--- src/rtl/axi_sched_pkg.sv ---
// ============================================================================
// Module  : axi_sched_pkg
// Brief   : Shared FSM state encoding, slave indices and default decode bases
//           for the axi_rd_sched read scheduler.
// Revision: 1.0
// ============================================================================
`default_nettype none

package axi_sched_pkg;

    typedef enum logic [1:0] {
        ST_IDLE = 2'd0,
        ST_ADDR = 2'd1,
        ST_DATA = 2'd2,
        ST_DERR = 2'd3
    } state_e;

    localparam logic C_SLV0 = 1'b0;
    localparam logic C_SLV1 = 1'b1;

    localparam logic [15:0] C_S0_BASE_DEF = 16'h0000;
    localparam logic [15:0] C_S1_BASE_DEF = 16'h0001;

endpackage

`default_nettype wire

--- src/rtl/rr_arb2.sv ---
// ============================================================================
// Module  : rr_arb2
// Brief   : Two-way AR arbiter. Round-robin with a last-grant pointer when
//           AXI_RD_SCHED_RR_EN is defined, else fixed priority (master 1 first).
// Revision: 1.0
// ============================================================================
`default_nettype none

module rr_arb2 (
`ifdef AXI_RD_SCHED_RR_EN
    input  logic       clk,
    input  logic       rst,
    input  logic       gnt_en_i,
`endif
    input  logic [1:0] req_i,
    output logic       gnt_idx_o
);

`ifdef AXI_RD_SCHED_RR_EN
    logic last_q;
    logic last_d;

    // On a tie the master not granted last wins; a lone requester always wins.
    always_comb begin
        gnt_idx_o = req_i[1];
        if (&req_i) begin
            gnt_idx_o = ~last_q;
        end
        last_d = gnt_en_i ? gnt_idx_o : last_q;
    end

    always_ff @(posedge clk or posedge rst) begin
        if (rst) begin
            last_q <= 1'b1;
        end else begin
            last_q <= last_d;
        end
    end
`else
    assign gnt_idx_o = req_i[1];
`endif

endmodule

`default_nettype wire

--- src/rtl/axi_rd_sched.sv ---
// ============================================================================
// Module  : axi_rd_sched
// Brief   : 2-master / 2-slave AXI read scheduler with address decode, DECERR
//           response and single outstanding burst. Option: AXI_RD_SCHED_RR_EN.
// Revision: 1.0
// ============================================================================
`default_nettype none

module axi_rd_sched
    import axi_sched_pkg::*;
#(
    parameter int                   ADDR_HI_W = 16,
    parameter logic [ADDR_HI_W-1:0] S0_BASE   = ADDR_HI_W'(C_S0_BASE_DEF),
    parameter logic [ADDR_HI_W-1:0] S1_BASE   = ADDR_HI_W'(C_S1_BASE_DEF)
) (
    input  logic                 clk,
    input  logic                 rst,
    input  logic [1:0]           arvalid_m,
    input  logic [ADDR_HI_W-1:0] araddr_hi_m0,
    input  logic [ADDR_HI_W-1:0] araddr_hi_m1,
    input  logic [1:0]           arready_s,
    input  logic [1:0]           rready_m,
    input  logic                 r_last_hs,
    output logic [1:0]           arready_m,
    output logic [1:0]           ar_sel_s,
    output logic                 r_owner,
    output logic                 r_src,
    output logic                 derr_rvalid,
    output logic                 busy
);

    state_e state_q, state_d;
    logic   owner_q, owner_d;
    logic   tgt_q,   tgt_d;
    logic   err_q,   err_d;
    logic   src_q,   src_d;

    logic                 w_gnt_idx;
    logic                 w_grant_en;
    logic [ADDR_HI_W-1:0] w_win_addr;
    logic                 w_hit0;
    logic                 w_hit1;

    assign w_grant_en = (state_q == ST_IDLE) && (|arvalid_m);

    rr_arb2 u_arb (
`ifdef AXI_RD_SCHED_RR_EN
        .clk       (clk),
        .rst       (rst),
        .gnt_en_i  (w_grant_en),
`endif
        .req_i     (arvalid_m),
        .gnt_idx_o (w_gnt_idx)
    );

    // Decode only the winner's address; slave 0 takes precedence if bases alias.
    assign w_win_addr = w_gnt_idx ? araddr_hi_m1 : araddr_hi_m0;
    assign w_hit0     = (w_win_addr == S0_BASE);
    assign w_hit1     = (w_win_addr == S1_BASE);

    always_comb begin
        state_d     = state_q;
        owner_d     = owner_q;
        tgt_d       = tgt_q;
        err_d       = err_q;
        src_d       = src_q;
        arready_m   = 2'b00;
        ar_sel_s    = 2'b00;
        derr_rvalid = 1'b0;

        case (state_q)
            ST_IDLE: begin
                if (w_grant_en) begin
                    owner_d = w_gnt_idx;
                    tgt_d   = w_hit0 ? C_SLV0 : C_SLV1;
                    err_d   = ~(w_hit0 | w_hit1);
                    state_d = ST_ADDR;
                end
            end
            ST_ADDR: begin
                if (err_q) begin
                    // Swallow the unmapped address locally, then answer with DECERR.
                    arready_m[owner_q] = 1'b1;
                    state_d            = ST_DERR;
                end else begin
                    ar_sel_s[tgt_q]    = 1'b1;
                    arready_m[owner_q] = arready_s[tgt_q];
                    if (arvalid_m[owner_q] && arready_s[tgt_q]) begin
                        src_d   = tgt_q;
                        state_d = ST_DATA;
                    end
                end
            end
            ST_DATA: begin
                if (r_last_hs) begin
                    state_d = ST_IDLE;
                end
            end
            ST_DERR: begin
                derr_rvalid = 1'b1;
                if (rready_m[owner_q]) begin
                    state_d = ST_IDLE;
                end
            end
            default: begin
                state_d = ST_IDLE;
            end
        endcase
    end

    always_ff @(posedge clk or posedge rst) begin
        if (rst) begin
            state_q <= ST_IDLE;
            owner_q <= 1'b0;
            tgt_q   <= 1'b0;
            err_q   <= 1'b0;
            src_q   <= 1'b0;
        end else begin
            state_q <= state_d;
            owner_q <= owner_d;
            tgt_q   <= tgt_d;
            err_q   <= err_d;
            src_q   <= src_d;
        end
    end

    assign r_owner = owner_q;
    assign r_src   = src_q;
    assign busy    = (state_q != ST_IDLE);

endmodule

`default_nettype wire

--- config.mk ---
export PLATFORM = sky130hd
export DESIGN_NAME = axi_rd_sched
export DESIGN_NICKNAME = d
export VERILOG_FILES = /design/src/rtl/axi_sched_pkg.sv /design/src/rtl/rr_arb2.sv /design/src/rtl/axi_rd_sched.sv
export SDC_FILE = /design/constraint.sdc
export NUM_CORES = 1
export LEC_CHECK = 0
export CAP_MARGIN = 5
export CORE_UTILIZATION = 29
export CTS_BUF_LIST = sky130_fd_sc_hd__clkbuf_8
export DETAILED_ROUTE_END_ITERATION = 8
export PLACE_DENSITY = 0.78
export RECOVER_POWER = 100
export SLEW_MARGIN = 20
export SYNTH_ARGS = -nofsm -noshare
export SYNTH_HDL_FRONTEND = slang
export SYNTH_HIERARCHICAL = 1
export SYNTH_SLANG_ARGS = --single-unit
--- constraint.sdc ---
create_clock -name clk -period 1.56 [get_ports clk]
set_input_delay 0.234 -clock clk [delete_from_list [all_inputs] [get_ports clk]]
set_output_delay 0.234 -clock clk [all_outputs]
set_load 0.01 [all_outputs]
After elaboration in Yosys (flattened, before gate mapping)
Index checks and enable logic that the tools add are counted.

$lt $le $gt $ge: 4. Eq/ne operators: 8. Mux-type cells: 23. Bitwise logic cells: 4. Reduce and logical (&&, ||, !) cells: 11.

Operator list (count): two-way mux 2 bit (9); == test 16 x 1 -> 1 bit, second input constant (1); logical NOT 16 bit (1); two-way mux 16 bit (1); two-way mux 1 bit (10); one-hot mux 2 bit (4 select lines) (1); != test 2 bit, second input constant (3); == test 2 bit, second input constant (2); logical AND 1 bit (4); less-than comparator 1 x 2 -> 1 bit, second input constant (2); AND reduction 4 bit (1); != test 3 bit, second input constant (1); AND reduction 3 bit (1); AND 2 bit (1); demux 1 bit (select 1 bit) (2); == test 2 x 1 -> 1 bit, second input constant (1); >= comparator 1 bit, second input constant (2); logical NOT 2 bit (1); inverter 1 bit (2); AND reduction 2 bit (1); nonzero test 2 bit (1); OR reduction 2 bit (1); OR 1 bit (1).

Bits in registers: 6. Output and inout bits: 8. Logic and storage cells: 55.

Longest topological paths before layout
Gate-level depths: netlist of the first run.

Depth in word-level cells: 7. Depth in mapped cells: 6. Mapped depth without buffers: 4.

Hierarchy
The synthesis of the first run kept the hierarchy.

By module, submodules not included: axi_rd_sched (instances 1, cells each 57, area each 462.9 um^2, seq. area each 150.1 um^2); rr_arb2 (instances 1, cells each 1, area each 7.5 um^2, seq. area each 0.0 um^2).

Worst setup path before layout of the first run
OpenSTA, ideal clock, no wires.

Path type: input to register. Start: in arvalid_m[1]. End: reg tgt_q. Arrival time: 1510 ps. Slack: -77 ps. Stages: 6. Cell sequence: buf_4 -> buf_6 -> or4_1 -> a211o_1 -> a211oi_2 -> a21oi_1.

Longest elaborated chain between the ends: 3. Elaborated cells on any way between the ends: 6.

Ends and longest elaborated chain: start: declaration (RTL line axi_rd_sched.sv:18) `input logic [1:0] arvalid_m,`; two-way mux 16 bit or OR reduction 2 bit (tied branches) (RTL line axi_rd_sched.sv:57, axi_rd_sched.sv:44); logical NOT 16 bit or logical AND 1 bit (tied branches) (RTL line axi_rd_sched.sv:58, axi_rd_sched.sv:44); two-way mux 1 bit or AND reduction 2 bit (tied branches); end signal: assignment (RTL line axi_rd_sched.sv:121) `tgt_q <= tgt_d;`; end: declaration (RTL line axi_rd_sched.sv:34) `logic tgt_q, tgt_d;`.

Several ways; a longest one is shown, not always the timed one. A chain may end at the register's enable or synchronous reset.

Worst setup path after layout of the first run
Start: reg tgt_q. End: out arready_m[0].

Longest elaborated chain between the ends: 5.

Ends and longest elaborated chain: two-way mux 1 bit (implied by the code) (2 in series) (RTL line axi_rd_sched.sv:87) `arready_m[owner_q] = arready_s[tgt_q];`; AND 2 bit (no source line); two-way mux 2 bit (RTL line axi_rd_sched.sv:81) `if (err_q) begin`; two-way mux 2 bit (RTL line axi_rd_sched.sv:71) `case (state_q)`; end: declaration (RTL line axi_rd_sched.sv:24) `output logic [1:0] arready_m,`.

No other way between the ends. The select of a mux whose other input is x is not followed.

==> qor.yml, run 1 <==
status:
  outcome: "completed"
cells_and_area:
  fin_nets: 160
  stdcell_area_sq_um: 1040
  syn_to_final_growth_pct: 122
  drive_gt1_share_pct: 17.9
  n_antenna_cell: 0
  num-fill-cells: 150
route:
  remaining_drc_errors: 0
  vias: 691
  drtPass1Iterations: 4
  wl_per_cell_um: 12.7
  ant_nets: 0
  wl_um: 1690
  via_per_inst: 5.20
  drtIter0Drc: 6
power_and_ir_drop:
  pwr-share-comb_pct: 52.5
  power_leakage_nw: 0.444
  cell_internal_pwr_mw: 0.694
  power.density_nw_per_um2: 996
  pwr-share-clk_pct: 22.7
  swShare_pct: 33.2
  pwr-share-seq_pct: 24.8
  total_power_mw: 1.04
  net-switching-power_mw: 0.345
  vdd_ir_drop_max_v: 0.000591
synthesis:
  async_flop_share_pct: 100
  avgSynthCellArea_sq_um: 8.11
  synth_adder_area_share_pct: 0
  syn_area_sq_um: 470
  ys.flop_type: "dfrtp_1"
  ys_types: 25
  yosysWarnings: 6
  seq_area_frac_synth_pct: 31.9
  synthCells: 58
  syn-num-nets: 99
  synth-xor-area-share_pct: 0
  ys_seq_elements: 6
  synth_compound_area_share_pct: 17.0
  synthMuxAreaShare_pct: 11.2
  synthSimpleGateAreaFrac_pct: 33.5
  synth_edf_count: 0
  synth_top_family_by_area: "simple AND/OR/NAND/NOR gates"
min_path:
  hold_path_class: "in2async"
critical_path:
  r2r-start: "state_q[0]$_DFFE_PP0P_"
  cp-startpoint: "tgt_q$_DFFE_PP0P_"
  worstPathRequired_ns: 1.33
  crit_type: "reg2out"
  cp-end-kind: "output port"
  crit_arrival_ns: 1.28
  crit_path_start_kind: "flop"
  path_max_fanout: 2
  reg2reg_depth: 5
global_routing:
  grtUsageMet1_pct: 23.1
  met2_usage_pct: 37.8
  grt_overflow_total: 0
  grt_pass1_wl_um: 2970
  grt_max_degree: 10
  gr-usage-met3_pct: 9.05
  grt_use_total_pct: 23.0
  antenna_found_initial: 0
  grt_pass1_vias: 727
  top_usage_layer: "met2"
cts:
  clkSinkCount: 6
  clock_latency_ns: 0.22
  h-tree-depth: 1
  numCtsBuffers: 3
  cts_root_buffer: "clkbuf_8"
  cts_tree: "yes"
  clockBufferDepth: 2
  postCtsHoldBufs: 0
  clk_pin_slew_ns: 0.04
floorplanning:
  rows: 14
  die_w_um: 42.3
  ios: 49
  die_h_um: 42.3
  start_util_pct: 31.2
  core-area_sq_um: 1510
  dieArea_sq_um: 1790
timing:
  setup_tns_ns: 0
  max-slew-margin-rel_pct: 79.6
  worst_slack_ns: 0.0443
  period_share_pct: 97.2
  clock_skew_ns: 0.000312
  min_period_ns: 1.52
  finalSetupViolations: 0
  finalMaxSlewViolations: 0
  tightest_slew_ns: 0.303
  max_freq_mhz: 660
  finalHoldViolCount: 0
  whs_ns: 0.372
  grt_setup_unrepaired: "false"
placement:
  placed_area_sq_um: 1010
  detailed_place_hpwl_um: 1420
  dp_slack_ns: -0.406
  globalplace.congestion: 0.757
  numPortBuffers: 48
run:
  maxCapViolations: 0
cell usage after synthesis (2+ instances only):
| master | number | area, sq um |
|---|---|---|
| nand2_1 | 2 | 7.51 |
| nand3_1 | 2 | 10.0 |
| mux2i_1 | 3 | 30.0 |
| inv_1 | 3 | 11.3 |
| nor4_1 | 5 | 31.3 |
| nand2b_1 | 3 | 18.8 |
| a21oi_1 | 3 | 15.0 |
| dfrtp_1 | 6 | 150 |
| nor2_1 | 11 | 41.3 |
| o21ai_0 | 4 | 20.0 |
| mux2_2 | 2 | 22.5 |
stage by stage:
step	util (%)	std cells
floorplan	-	58
global placement	67.2	128
detailed placement	67.2	128
CTS	69.4	132
global route	69.3	133
finish	69.3	133
worst max-delay path, stage by stage, from the launching register on:
cell,delay [ns]
dfrtp_1,0.39
mux2_4,0.32
o21ai_2,0.15
nor2_1,0.05
buf_2,0.14
registers in the layout (all words and copies together) (netlist names):
signal / cells
state_q: 2
err_q: 1
r_owner: 1
r_src: 1
tgt_q: 1
area by class of cell:
| cell class | instances | area, sq um | share of cell area, % |
|---|---|---|---|
| Tap cell | 16 | 20.0 | 1.92 |
| Sequential cell | 6 | 150 | 14.4 |
| Clock buffer | 3 | 41.3 | 3.96 |
| Timing Repair Buffer | 58 | 514 | 49.3 |
| Inverter | 3 | 11.3 | 1.08 |
| Multi-Input combinational cell | 47 | 307 | 29.4 |
logic make-up after synthesis:
logic type / after synthesis
and+or+nand+nor: 30
DFF: 6
AOI/OAI and AO/OA: 12
buffers and inverters: 5
muxes: 5
worst paths after layout:
kind	end	slack, ns
worst max-delay path	arready_m[0]	0.04
worst min-delay path	r_owner$_DFFE_PP0P_	0.37
worst max register to register	tgt_q$_DFFE_PP0P_	0.15
worst min register to register	r_src$_DFFE_PP0P_	0.52
max in group asynchronous	tgt_q$_DFFE_PP0P_	0.99
min in group clk	r_src$_DFFE_PP0P_	0.52
power by group through the flow:
stage / registers, mW / clock network (mW) / logic (mW)
detailed placement: 0.257 / 0 / 0.575
global route: 0.265 / 0.258 / 0.602
global placement: 0.255 / 0 / 0.569
CTS: 0.255 / 0.247 / 0.563
finish: 0.257 / 0.236 / 0.546
floorplan: 0.271 / 0 / 0.200
routing by layer:
metal	part of all wire (%)	wire (um)
met5	0	0
met4	5.4	91
met2	49	824
met3	8.1	137
met1	38	633
cell usage in the layout, fill, tap and decap left out, types with 2 or more instances in the layout:
cell	count
mux2i_1	3
dlygate4sd2_1	8
nor4_1	5
buf_2	2
nand2_1	2
a21oi_1	3
dfrtp_1	6
o21ai_0	3
clkbuf_8	3
buf_4	8
clkbuf_1	3
inv_1	3
nor2_1	11
clkdlybuf4s50_1	33
dlygate4sd3_1	2
nand2b_1	3
nand3_1	2
repair_timing:
item,in CTS,in global routing
setup endpoints to repair,8,6
setup buffers,1,1
pin swaps,6,0
gates resized for setup,23,8
hold endpoints to repair,0,0
No activity file was read; power rests on OpenSTA's default activity.
==> run 2, diff against run 1 <==
--- a/config.mk
+++ b/config.mk
@@ -6,9 +6,11 @@
 export NUM_CORES = 1
 export LEC_CHECK = 0
 export CAP_MARGIN = 5
+export CORE_MARGIN = 8
 export CORE_UTILIZATION = 29
 export CTS_BUF_LIST = sky130_fd_sc_hd__clkbuf_8
 export DETAILED_ROUTE_END_ITERATION = 8
+export HOLD_SLACK_MARGIN = 0.02
 export PLACE_DENSITY = 0.78
 export RECOVER_POWER = 100
 export SLEW_MARGIN = 20
==> run 2 against run 1 <==
Net effect:
- clock skew increased by 0.0012 ns
- utilization decreased by 1.5 points
- power decreased by 3.2%
- critical endpoint is now tgt_q$_DFFE_PP0P_
==> qor.yml, run 2 (synthesized netlist as in run 1, its figures left out) <==
power_and_ir_drop:
  pwr-share-seq_pct: 24.5  # was 24.8%
  power_leakage_nw: 0.431  # was 0.444 nW
  pwr-share-clk_pct: 23.2  # was 22.7%
  power.density_nw_per_um2: 985  # was 996 nW/um^2
  swShare_pct: 33.5  # was 33.2%
  net-switching-power_mw: 0.337  # was 0.345 mW
  pwr-share-comb_pct: 52.2  # was 52.5%
  cell_internal_pwr_mw: 0.669  # was 0.694 mW
  total_power_mw: 1.01  # was 1.04 mW
  vdd_ir_drop_max_v: 0.000615  # was 0.000591 V
placement:
  globalplace.congestion: 0.780  # was 0.757
  numPortBuffers: 48  # unchanged
critical_path:
  slowest_stage: "or4_1"  # was dfrtp_1
  cp_cell_sequence: "dlygate4sd2_1 > or4_1 > a211o_1 > a211oi_2 > a21oi_1"  # was mux2_4 > o21ai_2 > nor2_1 > buf_2
  crit_family: "compound AO/OA/AOI/OAI gates"  # was flip-flops
  crit_path_start_kind: "input pin"  # was flop
  crit_arrival_ns: 1.61  # was 1.28 ns
  path_buf_inv: 1  # unchanged
  crit_type: "in2reg"  # was reg2out
  cp-end-kind: "flop"  # was output port
  worstPathRequired_ns: 1.66  # was 1.33 ns
  path_max_fanout: 2  # unchanged
  slowest_delay_ns: 0.52  # was 0.39 ns
run:
  maxCapViolations: 0  # unchanged
route:
  remaining_drc_errors: 0  # unchanged
  drtPass1Iterations: 4  # unchanged
  wl_um: 1920  # was 1690 um
  m1WireLength_um: 750  # was 633 um
  highest_layer: "met4"  # unchanged
  wl_per_cell_um: 14.8  # was 12.7 um
  ant_nets: 0  # unchanged
  wl_met2_um: 960  # was 824 um
  drtIter0Drc: 11  # was 6
  vias: 645  # was 691
  wl_met3_um: 200  # was 137 um
  via_per_inst: 4.96  # was 5.20
global_routing:
  grt_overflow_total: 0  # unchanged
  grt_use_total_pct: 12.3  # was 23.0%
  antenna_found_initial: 0  # unchanged
  grt_pass1_vias: 743  # was 727
  grt_max_degree: 10  # unchanged
  grt_pass1_wl_um: 3240  # was 2970 um
cells_and_area:
  largest-register: "state_q"  # unchanged
  fin_nets: 157  # was 160
  n_antenna_cell: 0  # unchanged
  multi_input_area_sq_um: 297  # was 307 sq um
  final_common_cell: "clkdlybuf4s50_1"  # unchanged
  seq_area_sq_um: 150  # unchanged
  largest_register_ffs: 2  # unchanged
  final_cell_mix: "33 x clkdlybuf4s50_1, 11 x nor2_1, 8 x dlygate4sd2_1, 6 x dfrtp_1"  # was 33 x clkdlybuf4s50_1, 11 x nor2_1, 8 x dlygate4sd2_1, 8 x buf_4, 6 x dfrtp_1
  drive_gt1_share_pct: 16.7  # was 17.9%
  syn_to_final_growth_pct: 117  # was 122%
  num-fill-cells: 129  # was 150
cts:
  cts_root_buffer: "clkbuf_8"  # unchanged
  clock_latency_ns: 0.22  # about the same
  clk_pin_slew_ns: 0.04  # about the same
  h-tree-depth: 1  # unchanged
  clockBufferDepth: 2  # unchanged
  clkSinkCount: 6  # unchanged
  cts_post_setup_buffers_inserted: 0  # was 1
  postCtsHoldBufs: 0  # unchanged
  numCtsBuffers: 3  # unchanged
  cts_tree: "yes"  # unchanged
timing:
  finalHoldViolCount: 0  # unchanged
  grt_setup_unrepaired: "false"  # unchanged
  whs_ns: 0.373  # was 0.372 ns
  min_period_ns: 1.52  # about the same
  period_share_pct: 97.2  # about the same
  max_freq_mhz: 659  # was 660 MHz
  tightest_slew_ns: 0.301  # was 0.303 ns
  finalSetupViolations: 0  # unchanged
  clock_skew_ns: 0.00152  # was 0.000312 ns
  max-slew-margin-rel_pct: 79.8  # was 79.6%
  finalMaxSlewViolations: 0  # unchanged
min_path:
  hold_path_class: "in2async"  # unchanged
floorplanning:
  start_util_pct: 31.2  # unchanged
  die_h_um: 56.3  # was 42.3 um
  dieArea_sq_um: 3170  # was 1790 sq um
  die_w_um: 56.3  # was 42.3 um
  core-area_sq_um: 1510  # unchanged
  rows: 14  # unchanged
  ios: 49  # unchanged
status:
  outcome: "completed"  # unchanged
-- run 2: changes by cell type in the layout (fill, tap and decap cells not counted), sizes merged --
cell / delta
buf: -3
clkbuf: -1
clkdlybuf4s15: +1
-- run 2: metrics by stage --
step / utilization (%) / cells / area (sq um) / setup WS [ns] / TNS [ns]
floorplan: - / 58 / 470 / 0.00330 / 0
global placement: 66.7 / 127 / 1000 / -0.396 / -1.46
detailed placement: 66.7 / 127 / 1000 / -0.421 / -1.58
CTS: 68.2 / 130 / 1030 / 0.00424 / 0
global route: 67.8 / 130 / 1020 / 0.0123 / 0
finish: 67.8 / 130 / 1020 / 0.0436 / 0
-- run 2: final timing paths --
path                                              from                endpoint  slack (ns)  cells after the start
worst min-delay path                               rst  state_q[1]$_DFFE_PP0P_        0.37                      2
worst max register to register  state_q[0]$_DFFE_PP0P_       tgt_q$_DFFE_PP0P_        0.07                      5
worst min register to register       r_src$_DFFE_PP0P_       r_src$_DFFE_PP0P_        0.50                      2
max in group asynchronous                          rst       tgt_q$_DFFE_PP0P_        0.98                      2
min in group clk                     r_src$_DFFE_PP0P_       r_src$_DFFE_PP0P_        0.50                      2
worst max-delay path                   araddr_hi_m0[2]       tgt_q$_DFFE_PP0P_        0.04                      5
-- run 2: area by class of cell --
type                            instances  share of cell area, %
Timing Repair Buffer                   55                   49.1
Multi-Input combinational cell         47                   29.0
Sequential cell                         6                   14.7
Clock buffer                            3                   4.04
Tap cell                               16                   1.96
Inverter                                3                   1.10
-- run 2: routing by layer --
metal	track usage, %	vias to the layer above
met5	0	-
met4	3.09	0
met3	7.64	2
met2	21.6	32
met1	11.8	286
li1	-	325
-- run 2: power by group through the flow --
stage | logic [mW] | registers, mW | clock network (mW)
after global routing | 0.580 | 0.254 | 0.252
after floorplan | 0.200 | 0.271 | 0
after detailed placement | 0.569 | 0.250 | 0
after global placement | 0.568 | 0.245 | 0
after CTS | 0.539 | 0.248 | 0.238
final | 0.525 | 0.247 | 0.234
-- run 2: what timing repair did --
action	in CTS	in global routing
pin swaps	5	0
gates cloned	0	0
gates resized for setup	22	5
endpoints found under the setup margin	8	4
